==> src/rtl/spi_add_pkg.sv <==
// Shared constants and FSM state type for the SPI adder front end.
package spi_add_pkg;

  localparam int WIDTH_DEFAULT = 32;
  localparam int FRAME_BITS    = 2 * WIDTH_DEFAULT + 1;

  typedef enum logic [2:0] {
    ST_IDLE,
    ST_SHIFT,
    ST_LOAD,
    ST_EVAL,
    ST_WAIT_CS
  } state_e;

  function automatic int frame_bits_for(input int width);
    return 2 * width + 1;
  endfunction

endpackage

==> src/rtl/spi_in_sync.sv <==
// Two-flop synchroniser for one asynchronous SPI input, plus a third flop
// so rising/falling edges are seen on the synchronised copy.
module spi_in_sync (
  input  logic clk,
  input  logic rst,
  input  logic din_i,
  output logic level_o,
  output logic rise_o,
  output logic fall_o
);

  logic [2:0] sync_q;

  // Resetting to 0 means a chip select that is already low after reset
  // never produces a falling edge; a fresh edge is needed to start a frame.
  always_ff @(posedge clk) begin
    if (rst) begin
      sync_q <= 3'b000;
    end else begin
      sync_q <= {sync_q[1:0], din_i};
    end
  end

  assign level_o = sync_q[1];
  assign rise_o  = sync_q[1] & ~sync_q[2];
  assign fall_o  = ~sync_q[1] & sync_q[2];

endmodule

==> src/rtl/spi_adder_frontend.sv <==
// SPI mode-0 slave that feeds an external adder and returns its result in the
// next frame. Optional macro SPI_ADD_SELFCHECK_EN adds a sum self-check.
module spi_adder_frontend
  import spi_add_pkg::*;
#(
  parameter int WIDTH = WIDTH_DEFAULT
) (
  input  logic             clk,
  input  logic             rst,
  input  logic             spi_sclk,
  input  logic             spi_cs_n,
  input  logic             spi_mosi,
  output logic             spi_miso,
  output logic [WIDTH-1:0] add_a,
  output logic [WIDTH-1:0] add_b,
  output logic             add_ci,
  input  logic [WIDTH-1:0] add_s,
  input  logic             add_co,
  output logic             frame_done,
  output logic             frame_err
`ifdef SPI_ADD_SELFCHECK_EN
  ,
  output logic             selfcheck_err
`endif
);

  localparam int FB    = frame_bits_for(WIDTH);
  localparam int CNT_W = $clog2(FB + 1);

  localparam int SYN_SCLK = 0;
  localparam int SYN_CS   = 1;
  localparam int SYN_MOSI = 2;

  logic [2:0] syn_in;
  logic [2:0] syn_level;
  logic [2:0] syn_rise;
  logic [2:0] syn_fall;

  assign syn_in = {spi_mosi, spi_cs_n, spi_sclk};

  generate
    for (genvar gi = 0; gi < 3; gi++) begin : g_sync
      spi_in_sync u_sync (
        .clk    (clk),
        .rst    (rst),
        .din_i  (syn_in[gi]),
        .level_o(syn_level[gi]),
        .rise_o (syn_rise[gi]),
        .fall_o (syn_fall[gi])
      );
    end
  endgenerate

  logic unused_sync;
  assign unused_sync = ^{syn_level[SYN_SCLK], syn_rise[SYN_MOSI], syn_fall[SYN_MOSI]};

  logic sclk_rise, sclk_fall, cs_rise, cs_fall, cs_level, mosi_level;
  assign sclk_rise  = syn_rise[SYN_SCLK];
  assign sclk_fall  = syn_fall[SYN_SCLK];
  assign cs_rise    = syn_rise[SYN_CS];
  assign cs_fall    = syn_fall[SYN_CS];
  assign cs_level   = syn_level[SYN_CS];
  assign mosi_level = syn_level[SYN_MOSI];

  state_e             state_q, state_d;
  logic [CNT_W-1:0]   bit_cnt_q, bit_cnt_d;
  logic [FB-1:0]      rx_q, rx_d;
  logic [FB-1:0]      tx_q, tx_d;
  logic [WIDTH:0]     result_q;
  logic [WIDTH-1:0]   add_a_q, add_b_q;
  logic               add_ci_q;
  logic               frame_done_q, frame_err_q;
  logic               load_add, capture, abort;
  logic [WIDTH-1:0]   pad_bits;

  always_comb begin
    state_d   = state_q;
    bit_cnt_d = bit_cnt_q;
    rx_d      = rx_q;
    tx_d      = tx_q;
    load_add  = 1'b0;
    capture   = 1'b0;
    abort     = 1'b0;
    case (state_q)
      ST_IDLE: begin
        if (cs_fall) begin
          state_d   = ST_SHIFT;
          bit_cnt_d = '0;
          tx_d      = {result_q, pad_bits};
        end
      end
      ST_SHIFT: begin
        // A complete frame wins over a chip-select release seen in the same cycle.
        if (bit_cnt_q == CNT_W'(FB)) begin
          state_d = ST_LOAD;
        end else if (cs_rise) begin
          abort   = 1'b1;
          state_d = ST_IDLE;
        end else begin
          if (sclk_rise) begin
            rx_d      = {rx_q[FB-2:0], mosi_level};
            bit_cnt_d = bit_cnt_q + CNT_W'(1);
          end
          if (sclk_fall) begin
            tx_d = {tx_q[FB-2:0], 1'b0};
          end
        end
      end
      ST_LOAD: begin
        load_add = 1'b1;
        state_d  = ST_EVAL;
      end
      ST_EVAL: begin
        capture = 1'b1;
        state_d = ST_WAIT_CS;
      end
      ST_WAIT_CS: begin
        if (cs_level) begin
          state_d = ST_IDLE;
        end
      end
      default: begin
        state_d = ST_IDLE;
      end
    endcase
  end

  always_ff @(posedge clk) begin
    if (rst) begin
      state_q      <= ST_IDLE;
      bit_cnt_q    <= '0;
      rx_q         <= '0;
      tx_q         <= '0;
      result_q     <= '0;
      add_a_q      <= '0;
      add_b_q      <= '0;
      add_ci_q     <= 1'b0;
      frame_done_q <= 1'b0;
      frame_err_q  <= 1'b0;
    end else begin
      state_q   <= state_d;
      bit_cnt_q <= bit_cnt_d;
      rx_q      <= rx_d;
      tx_q      <= tx_d;
      if (load_add) begin
        add_a_q  <= rx_q[FB-1 -: WIDTH];
        add_b_q  <= rx_q[WIDTH -: WIDTH];
        add_ci_q <= rx_q[0];
      end
      if (capture) begin
        result_q <= {add_co, add_s};
      end
      frame_done_q <= (state_d == ST_EVAL);
      frame_err_q  <= abort;
    end
  end

`ifdef SPI_ADD_SELFCHECK_EN
  logic [WIDTH:0] ref_sum;
  logic           sum_mismatch;
  logic           chk_flag_q;
  logic           selfcheck_q;

  assign ref_sum      = {1'b0, add_a_q} + {1'b0, add_b_q} + {{WIDTH{1'b0}}, add_ci_q};
  assign sum_mismatch = (ref_sum != {add_co, add_s});

  // chk_flag_q travels back with the result of the same frame; selfcheck_q is sticky.
  always_ff @(posedge clk) begin
    if (rst) begin
      chk_flag_q  <= 1'b0;
      selfcheck_q <= 1'b0;
    end else if (capture) begin
      chk_flag_q <= sum_mismatch;
      if (sum_mismatch) begin
        selfcheck_q <= 1'b1;
      end
    end
  end

  assign pad_bits      = {chk_flag_q, {(WIDTH-1){1'b0}}};
  assign selfcheck_err = selfcheck_q;
`else
  assign pad_bits = '0;
`endif

  // Raw chip select gates the output so it drops to 0 the moment the master deselects.
  assign spi_miso   = (state_q == ST_SHIFT) & ~spi_cs_n & ~rst & tx_q[FB-1];
  assign add_a      = add_a_q;
  assign add_b      = add_b_q;
  assign add_ci     = add_ci_q;
  assign frame_done = frame_done_q;
  assign frame_err  = frame_err_q;

endmodule

==> config.mk <==
export PLATFORM = sky130hd
export DESIGN_NAME = spi_adder_frontend
export DESIGN_NICKNAME = d
export VERILOG_FILES = /design/src/rtl/spi_add_pkg.sv /design/src/rtl/spi_in_sync.sv /design/src/rtl/spi_adder_frontend.sv
export SDC_FILE = /design/constraint.sdc
export NUM_CORES = 1
export LEC_CHECK = 0
export CORE_UTILIZATION = 49
export DETAILED_ROUTE_END_ITERATION = 10
export PLACE_DENSITY = 0.75
export SLEW_MARGIN = 5
export SYNTH_ARGS = -nofsm -noshare
export SYNTH_HDL_FRONTEND = slang
export SYNTH_SLANG_ARGS = --single-unit
==> constraint.sdc <==
create_clock -name clk -period 2.1 [get_ports clk]
set_clock_uncertainty 0.2 [all_clocks]
set_input_delay 0.42 -clock clk [delete_from_list [all_inputs] [get_ports clk]]
set_output_delay 0.42 -clock clk [all_outputs]
set_load 0.02 [all_outputs]
==> results of run 1 <==
[power groups by stage]
stage	logic (mW)	registers (mW)	clock network (mW)
4_1_cts	0.328	4.15	4.14
2_1_floorplan	0.144	4.23	0
5_1_grt	0.369	4.15	4.34
3_5_place_dp	0.250	4.23	0
3_3_place_gp	0.249	4.23	0
6_report	0.347	4.15	4.10
[final cells by class]
cell class | count | share of cell area
clock inverters | 8 | 0.0125
inverters | 2 | 0.000646
repair buffers | 175 | 0.193
clock buffers | 28 | 0.0528
multi-input cells | 689 | 0.346
flip-flops and latches | 216 | 0.372
well taps | 216 | 0.0232
[repair_timing]
action | CTS | global route
setup buffers | 15 | 2
gates cloned | 15 | 10
resized for setup | 157 | 100
pin swaps | 29 | 48
setup endpoints to repair | 106 | 126
[worst paths after layout]
path                                                  from                         end  slack, ps  cells after the start
worst max-delay path                          bit_cnt_q[1]                    rx_q[56]       -240                     10
worst min-delay path            g_sync[0].u_sync.sync_q[0]  g_sync[0].u_sync.sync_q[1]        240                      1
worst max register to register                bit_cnt_q[1]                    rx_q[56]       -240                     10
worst min register to register  g_sync[0].u_sync.sync_q[0]  g_sync[0].u_sync.sync_q[1]        240                      1
[per-layer routing]
layer	track usage	up-vias	wire [microns]
met5	0	-	0
met4	0.0725	0	308
met3	0.0299	29	929
met2	0.406	196	10800
met1	0.283	3353	8630
li1	-	3485	-
[kinds of logic after synthesis]
family | count (synthesis) | share of synthesized area
AND/OR/NAND/NOR | 474 | 0.244
buffers and inverters | 79 | 0.0493
AO/OA/AOI/OAI | 211 | 0.160
adder cells (fa/ha/maj) | 2 | 0.00313
flip-flops | 216 | 0.541
XOR/XNOR | 2 | 0.00219
[sequential cells by signal (all words and copies together), names as in the netlist]
name,flops
add_a,32
add_b,32
add_ci,1
bit_cnt_q,7
frame_done,1
frame_err,1
g_sync.u_sync.sync_q,8
result_q,33
rx_q,65
state_q,3
tx_q,33
[cells in the final DEF, fill, tap and decap left out, types with 5 or more instances in the layout]
master,count
clkdlybuf4s50_1,80
nor2_4,22
nand2b_1,5
nand2_1,318
nor2b_1,9
a311oi_1,14
buf_6,18
buf_12,13
nand2_4,27
a21oi_2,41
a311oi_2,18
nor2_1,9
nor2_2,7
a21oi_1,127
buf_4,19
nand2_2,49
dfxtp_1,213
clkbuf_16,31
buf_16,12
dlymetal6s2s_1,19
[critical path, delay by kind of cell, from the launching register on]
family,cells,cell delay [ps]
adders and majority gates,1,110
and+or+nand+nor,4,990
buffers and inverters,4,470
AOI/OAI and AO/OA,1,160
DFF,1,320
==> summary.md, run 1 <==
| Metric | Value |
|---|---|
| # nets final | 1146 |
| Share of cells above drive strength 1 | 0.258 |
| Int Pwr | 6.85 mW |
| Largest net degree at the start of global routing | 148 |
| Top post-synthesis cells by area | dfxtp_1 54%, nand2_1 18%, a21oi_1 9.3%, a311oi_1 3.5%, clkbuf_1 2.6% |
| DR pass1 iterations | 5 |
| Clk sinks | 216 |
| Clock transition at path regs | 60 ps |
| CTS tree | yes |
| Number of synthesized flops with an enable pin | 0 |
| Yosys top cell by area | dfxtp_1 |
| Main synth FF type | dfxtp_1 |
| Placed cell areas | 9320 sq um |
| CTS Buffer Depth | 3 |
| Top Ports | 106 |
| Starting Density | 0.503 |
| Area Growth Syn to Fin | 45.4% |
| First-pass GRT wire length | 30900 microns |
| Final Hold Viols | 0 |
| Tot Pwr | 8.60 mW |
| Layout Cells excl Fill | 1334 |
| Final worst slack | -237 ps |
| Max-cap violation count | 0 |
| Dpl ws | -240 ps |
| Slowest stage cell, crit path | or4b_4 |
| Share of power burned in registers | 0.483 |
| Row cnt | 46 |
| Syn. warnings | 0 |
| #FFs+latches synth | 216 |
| Core Region | 15900 sq um |
| Vias in the first global route | 6368 |
| Async set or reset register ratio after synthesis | 0 |
| Switching part of the total | 0.204 |
| Top-count cell post-synth | nand2_1 |
| Die width | 130 microns |
| # diodes | 0 |
| Grt total ovfl | 0 |
| Area fraction of the dominant cell type after synthesis | 0.541 |
| Total CTS buffers | 22 |
| Drt total wl | 20700 microns |
| Fmax | 0.428 GHz |
| Critical path launch point type | flip-flop |
| Min-Delay Path Class | flip-flop to flip-flop |
| Die Y | 130 microns |
| RSZ-0062 raised after global routing | true |
| Via density | 5.29 |
| Crit Path Category | flip-flop to flip-flop |
| HPWL after DPL | 9530 microns |
| GP Congestion | 0.757 |
| Setup_tns | -17470 ps |
| Worst-Margin Slew | 720 ps |
| Seq/Total Area, Yosys | 0.541 |
| Area occupied by multi-input gates | 4020 sq um |
| Most used cell, CP | buf_6 |
| Largest stage delay, worst path | 470 ps |
| # fillers | 1149 |
| PD cells | 740 nW/um^2 |
| Netlist Area Pre-Place | 7990 sq um |
| Violated checks | setup timing |
| Critical path fanouts, max | 6 |
| IO buf count | 105 |
| Worst EP arrival | 2550 ps |
| Routed len/inst | 15.5 microns |
| Relative slew slack | 0.520 |
| Max-slew violation count | 0 |
| Antenna violations before repair | 0 |
| DRC Markers | 0 |
| Design area | 11600 sq um |
| Initial DRC count | 478 |
| Placed Cells | 1259 |
| Area of the die | 16800 sq um |
| Skew-Pair Late Insertion Delay | 500 ps |
| Top post-synthesis cells by count | 384 x nand2_1, 216 x dfxtp_1, 149 x a21oi_1, 55 x clkbuf_1, 38 x nor2_1 |
| Final core utilization | 0.732 |
| Period Utilization, post-route | 1.11 |
| Maximum VDD drop | 569 uV |
| Post-route ant nets | 0 |
| Leakage | 4.46 nW |
| # setup viols final | 105 |
| CTS root buffer | clkbuf_16 |
| Status | complete, but fails checks |
| Hold WS | 244 ps |
| Tot GR Track Use | 0.227 |
| Switching pwr | 1.75 mW |
| Synth Instances | 984 |
| H-tree Lvls | 1 |
| Mean post-synth cell area | 8.12 sq um |
| CP endpoint kind | flip-flop |
| CP Cell Sequence | inv_2, ha_1, or4b_4, nor3b_4, buf_6, or3_4, buf_8, buf_6, nand2_2, a21oi_2 |
| Crit path time final | 2340 ps |
| Via count | 7063 |
| Register Area | 4330 sq um |
| Comb pwr share | 0.040 |
| Synth unique cells | 42 |
| Mapped Nets | 1024 |
| Hold_buf cts | 0 |
| WP data required | 2320 ps |
| Clock power share | 0.477 |
(Power assumes the default switching activity.)
==> inputs of run 2 (changes only) <==
CORE_UTILIZATION = 54   (was 49)
PLACE_DENSITY = 0.78   (was 0.75)
clock period = 2.55 ns   (was 2.1 ns; I/O delays follow)
==> summary.md, run 2 (synthesis results as in run 1) <==
| Metric | Value |
|---|---|
| Status | finished, final reports clean |
| Maximum VDD drop | 523 uV |
| Fmax | 0.416 GHz |
| Biggest regs | rx_q x65, result_q x33, tx_q x33 |
| Worst EP arrival | 2580 ps |
| Design area | 9900 sq um |
| Area Growth Syn to Fin | 23.9% |
| Largest net degree at the start of global routing | 213 |
| Max-cap violation count | 0 |
| Leakage | 3.10 nW |
| Hold_buf cts | 0 |
| PD cells | 701 nW/um^2 |
| Vias in the first global route | 5698 |
| Final core utilization | 0.684 |
| Post-route ant nets | 0 |
| Dpl ws | -6.88 ps |
| GP Congestion | 0.758 |
| # nets final | 1094 |
| Placed cell areas | 9120 sq um |
| H-tree Lvls | 1 |
| Die width | 124 microns |
| Antenna violations before repair | 0 |
| CTS root buffer | clkbuf_16 |
| Crit Path Category | flip-flop to flip-flop |
| Share of cells above drive strength 1 | 0.0910 |
| DRC Markers | 0 |
| Skew-Pair Late Insertion Delay | 480 ps |
| # diodes | 0 |
| Clk sinks | 216 |
| Commonest non-fill, non-tap cell in the layout | nand2_1 |
| Routed len/inst | 12.5 microns |
| Max FFs per register | 65 |
| Largest Register | rx_q |
| Row cnt | 44 |
| Grt total ovfl | 0 |
| Total CTS buffers | 22 |
| Period Utilization, post-route | 0.942 |
| First-pass GRT wire length | 25900 microns |
| Critical path fanouts, max | 48 |
| Initial DRC count | 439 |
| Min-Delay Path Class | flip-flop to flip-flop |
| Area of the die | 15300 sq um |
| CP endpoint kind | flip-flop |
| Critical path launch point type | flip-flop |
| RSZ-0062 raised after global routing | false |
| Max-slew violation count | 0 |
| IO buf count | 105 |
| CTS Buffer Depth | 3 |
| Final Hold Viols | 0 |
| Via count | 6573 |
| HPWL after DPL | 9120 microns |
| Top Ports | 106 |
| Commonest non-fill, non-tap cells in the layout | 384 x nand2_1, 215 x dfxtp_1, 149 x a21oi_1 |
| Tot GR Track Use | 0.205 |
| Worst-Margin Slew | 998 ps |
| Relative slew slack | 0.334 |
| Clock transition at path regs | 60 ps |
| Crit path time final | 2400 ps |
| Setup_tns | 0 ps |
| Final worst slack | 149 ps |
| Die Y | 124 microns |
| DR pass1 iterations | 4 |
| WP data required | 2730 ps |
| Starting Density | 0.552 |
| Drt total wl | 15600 microns |
| CTS tree | yes |
| Core Region | 14500 sq um |
| Via density | 5.26 |
| # setup viols final | 0 |
run 2: changes by cell type in the layout (fill, tap and decap cells not counted), sizes merged:
cell           before  now
dlymetal6s2s       19    0
clkbuf             36   31
clkdlybuf4s50      80  103
buf                64   20
dlygate4sd2         4    0
bufinv              4    3
clkinvlp            2    0
run 2: area by class of cell:
class / count / area, sq um
multi-input combinational: 689 / 3310
tap: 184 / 230
sequential: 216 / 4330
fill: 1196 / 4580
clock inverter: 5 / 100
timing repair buffer: 123 / 1260
clock buffer: 31 / 666
inverter: 2 / 7.51
run 2: per-layer routing:
metal,up-vias,wire [microns],track usage,part of all wire
met5,-,0,0,0
met4,0,190,0.0459,0.012
met3,20,688,0.0366,0.044
met2,126,7590,0.349,0.49
met1,3060,7130,0.271,0.46
li1,3367,-,-,-
run 2: path summary, 6_finish.rpt:
check	endpoint	cells past startpoint	slack (ps)	from
worst max-delay path	tx_q[47]	8	150	bit_cnt_q[1]
worst min-delay path	g_sync[2].u_sync.sync_q[1]	1	230	g_sync[2].u_sync.sync_q[0]
worst max register to register	tx_q[47]	8	150	bit_cnt_q[1]
worst min register to register	g_sync[2].u_sync.sync_q[1]	1	230	g_sync[2].u_sync.sync_q[0]
run 2: power by group:
| group | total, mW | internal [mW] | switching, mW | leakage [nW] |
|---|---|---|---|---|
| clock | 3.33 | 2.10 | 1.23 | 0.379 |
| sequential | 3.41 | 3.40 | 0.0132 | 1.74 |
| combinational | 0.195 | 0.0866 | 0.109 | 0.980 |
| total | 6.94 | 5.59 | 1.35 | 3.10 |
run 2: what timing repair did:
action	4_1_cts	5_1_grt
endpoints found under the setup margin	1	13
resized for setup	4	3
buffers inserted	0	1
endpoints found under the hold margin	0	0
pin swaps	0	2
run 2: worst max-delay path, stage by stage (launching register included):
cell and delay, ps:
dfxtp_1 340, inv_1 60, ha_1 130, or4b_4 470
nor3b_4 260, buf_4 190, o21ai_4 150, buf_12 230
a311oi_2 260
run 2: per-stage QoR:
| stage | hold WS (ps) | std cells | power, mW |
|---|---|---|---|
| after floorplan | 214 | 984 | 3.60 |
| after global placement | 217 | 1213 | 3.68 |
| after detailed placement | 225 | 1213 | 3.68 |
| after CTS | 239 | 1249 | 7.01 |
| after global routing | 262 | 1250 | 7.17 |
| final | 233 | 1250 | 6.94 |
==> inputs of run 3 (changes only) <==
CORE_MARGIN = 3   (was unset)
CTS_CLUSTER_DIAMETER = 200   (was unset)
==> summary.md, run 3 (synthesis results as in run 1) <==
| Metric | Value |
|---|---|
| Maximum VDD drop | 519 uV |
| Via density | 5.20 |
| Setup_tns | 0 ps |
| Commonest non-fill, non-tap cell in the layout | nand2_1 |
| Clock transition at path regs | 60 ps |
| Hold path cells | 2 |
| Max FFs per register | 65 |
| Layout Cells excl Fill | 1252 |
| IO buf count | 105 |
| Clk sinks | 216 |
| CTS root buffer | clkbuf_16 |
| Leakage | 3.10 nW |
| HPWL after DPL | 9320 microns |
| Drt total wl | 16000 microns |
| CP endpoint kind | output pin |
| Die Y | 128 microns |
| Row cnt | 43 |
| Antenna violations before repair | 0 |
| Worst EP arrival | 1740 ps |
| CTS Buffer Depth | 3 |
| Max-slew violation count | 0 |
| Area Growth Syn to Fin | 23.7% |
| Starting Density | 0.563 |
| Placed Cells | 1212 |
| Total CTS buffers | 22 |
| RSZ-0062 raised after global routing | false |
| Min-Delay Path Class | flip-flop to flip-flop |
| DRC Markers | 0 |
| Post-route ant nets | 0 |
| Hold_buf cts | 0 |
| Fmax | 0.407 GHz |
| Worst reg2reg path depth | 7 |
| Max-cap violation count | 0 |
| Crit Path Category | flip-flop to output pin |
| First-pass GRT wire length | 26700 microns |
| # nets final | 1097 |
| Biggest regs | rx_q x65, result_q x33, tx_q x33 |
| Final Hold Viols | 0 |
| Worst-Margin Slew | 1040 ps |
| Tot GR Track Use | 0.189 |
| Grt total ovfl | 0 |
| Largest Register | rx_q |
| # setup viols final | 0 |
| H-tree Lvls | 1 |
| Vias in the first global route | 5931 |
| Top Ports | 106 |
| DR pass1 iterations | 7 |
| Commonest non-fill, non-tap cells in the layout | 384 x nand2_1, 216 x dfxtp_1, 149 x a21oi_1 |
| Critical path launch point type | flip-flop |
| Area of the die | 16300 sq um |
| Period Utilization, post-route | 0.962 |
| Critical path fanouts, max | 2 |
| CTS tree | yes |
| Skew-Pair Late Insertion Delay | 490 ps |
| Die width | 128 microns |
| Largest net degree at the start of global routing | 213 |
| Crit path time final | 2450 ps |
| Initial DRC count | 522 |
| PD cells | 676 nW/um^2 |
| Via count | 6515 |
| Status | finished, final reports clean |
| Routed len/inst | 12.8 microns |
| Core Region | 14200 sq um |
| Final core utilization | 0.696 |
| Share of cells above drive strength 1 | 0.0896 |
| Relative slew slack | 0.306 |
| # diodes | 0 |
| GP Congestion | 0.765 |
| WP data required | 1840 ps |
run 3: area by class of cell:
cell class                 instances  area, sq um
clock buffer                      33          632
clock inverter                     6         66.3
fill                            1191         4310
inverter                           2         7.51
multi-input combinational        689         3320
sequential                       216         4320
tap                              180          225
timing repair buffer             126         1310
run 3: what timing repair did:
action | 4_1_cts | 5_1_grt
setup endpoints to repair | 6 | 16
setup buffers | 0 | 0
cloned | 0 | 1
pin swaps | 0 | 1
resized for setup | 6 | 2
run 3: final timing paths:
| path | startpoint | end | slack, ps |
|---|---|---|---|
| min reg2reg | g_sync[2].u_sync.sync_q[1] | rx_q[0] | 230 |
| max | state_q[2] | spi_miso | 100 |
| min | g_sync[2].u_sync.sync_q[1] | rx_q[0] | 230 |
| max reg2reg | state_q[2] | rx_q[42] | 120 |
run 3: critical path, cell delays in order (launching register included):
cell and delay (ps):
dfxtp_1 310, or3b_4 410, buf_4 170, nor4b_4 190, buf_4 170
run 3: routing by layer:
metal | part of all wire | global-route usage | routed length, microns
met3 | 0.044 | 0.0296 | 702
met4 | 0.0099 | 0.0424 | 159
met5 | 0 | 0 | 0
met2 | 0.46 | 0.330 | 7420
met1 | 0.48 | 0.250 | 7750
run 3: metrics by stage:
stage               area (sq um)  hold slack, ps  setup slack, ps  power (mW)
finish                      9890             232             95.9        6.68
global route                9890             265             14.3        6.91
CTS                         9850             231             28.8        6.73
detailed placement          9150             225             15.2        3.68
global placement            9150             223             13.7        3.68
floorplan                   8000             214              139        3.60
run 3: where the power goes:
| group | switching [mW] | internal [mW] | leakage (nW) |
|---|---|---|---|
| Clock | 1.25 | 1.81 | 0.345 |
| Combinational | 0.111 | 0.0888 | 1.01 |
| Sequential | 0.0122 | 3.40 | 1.74 |
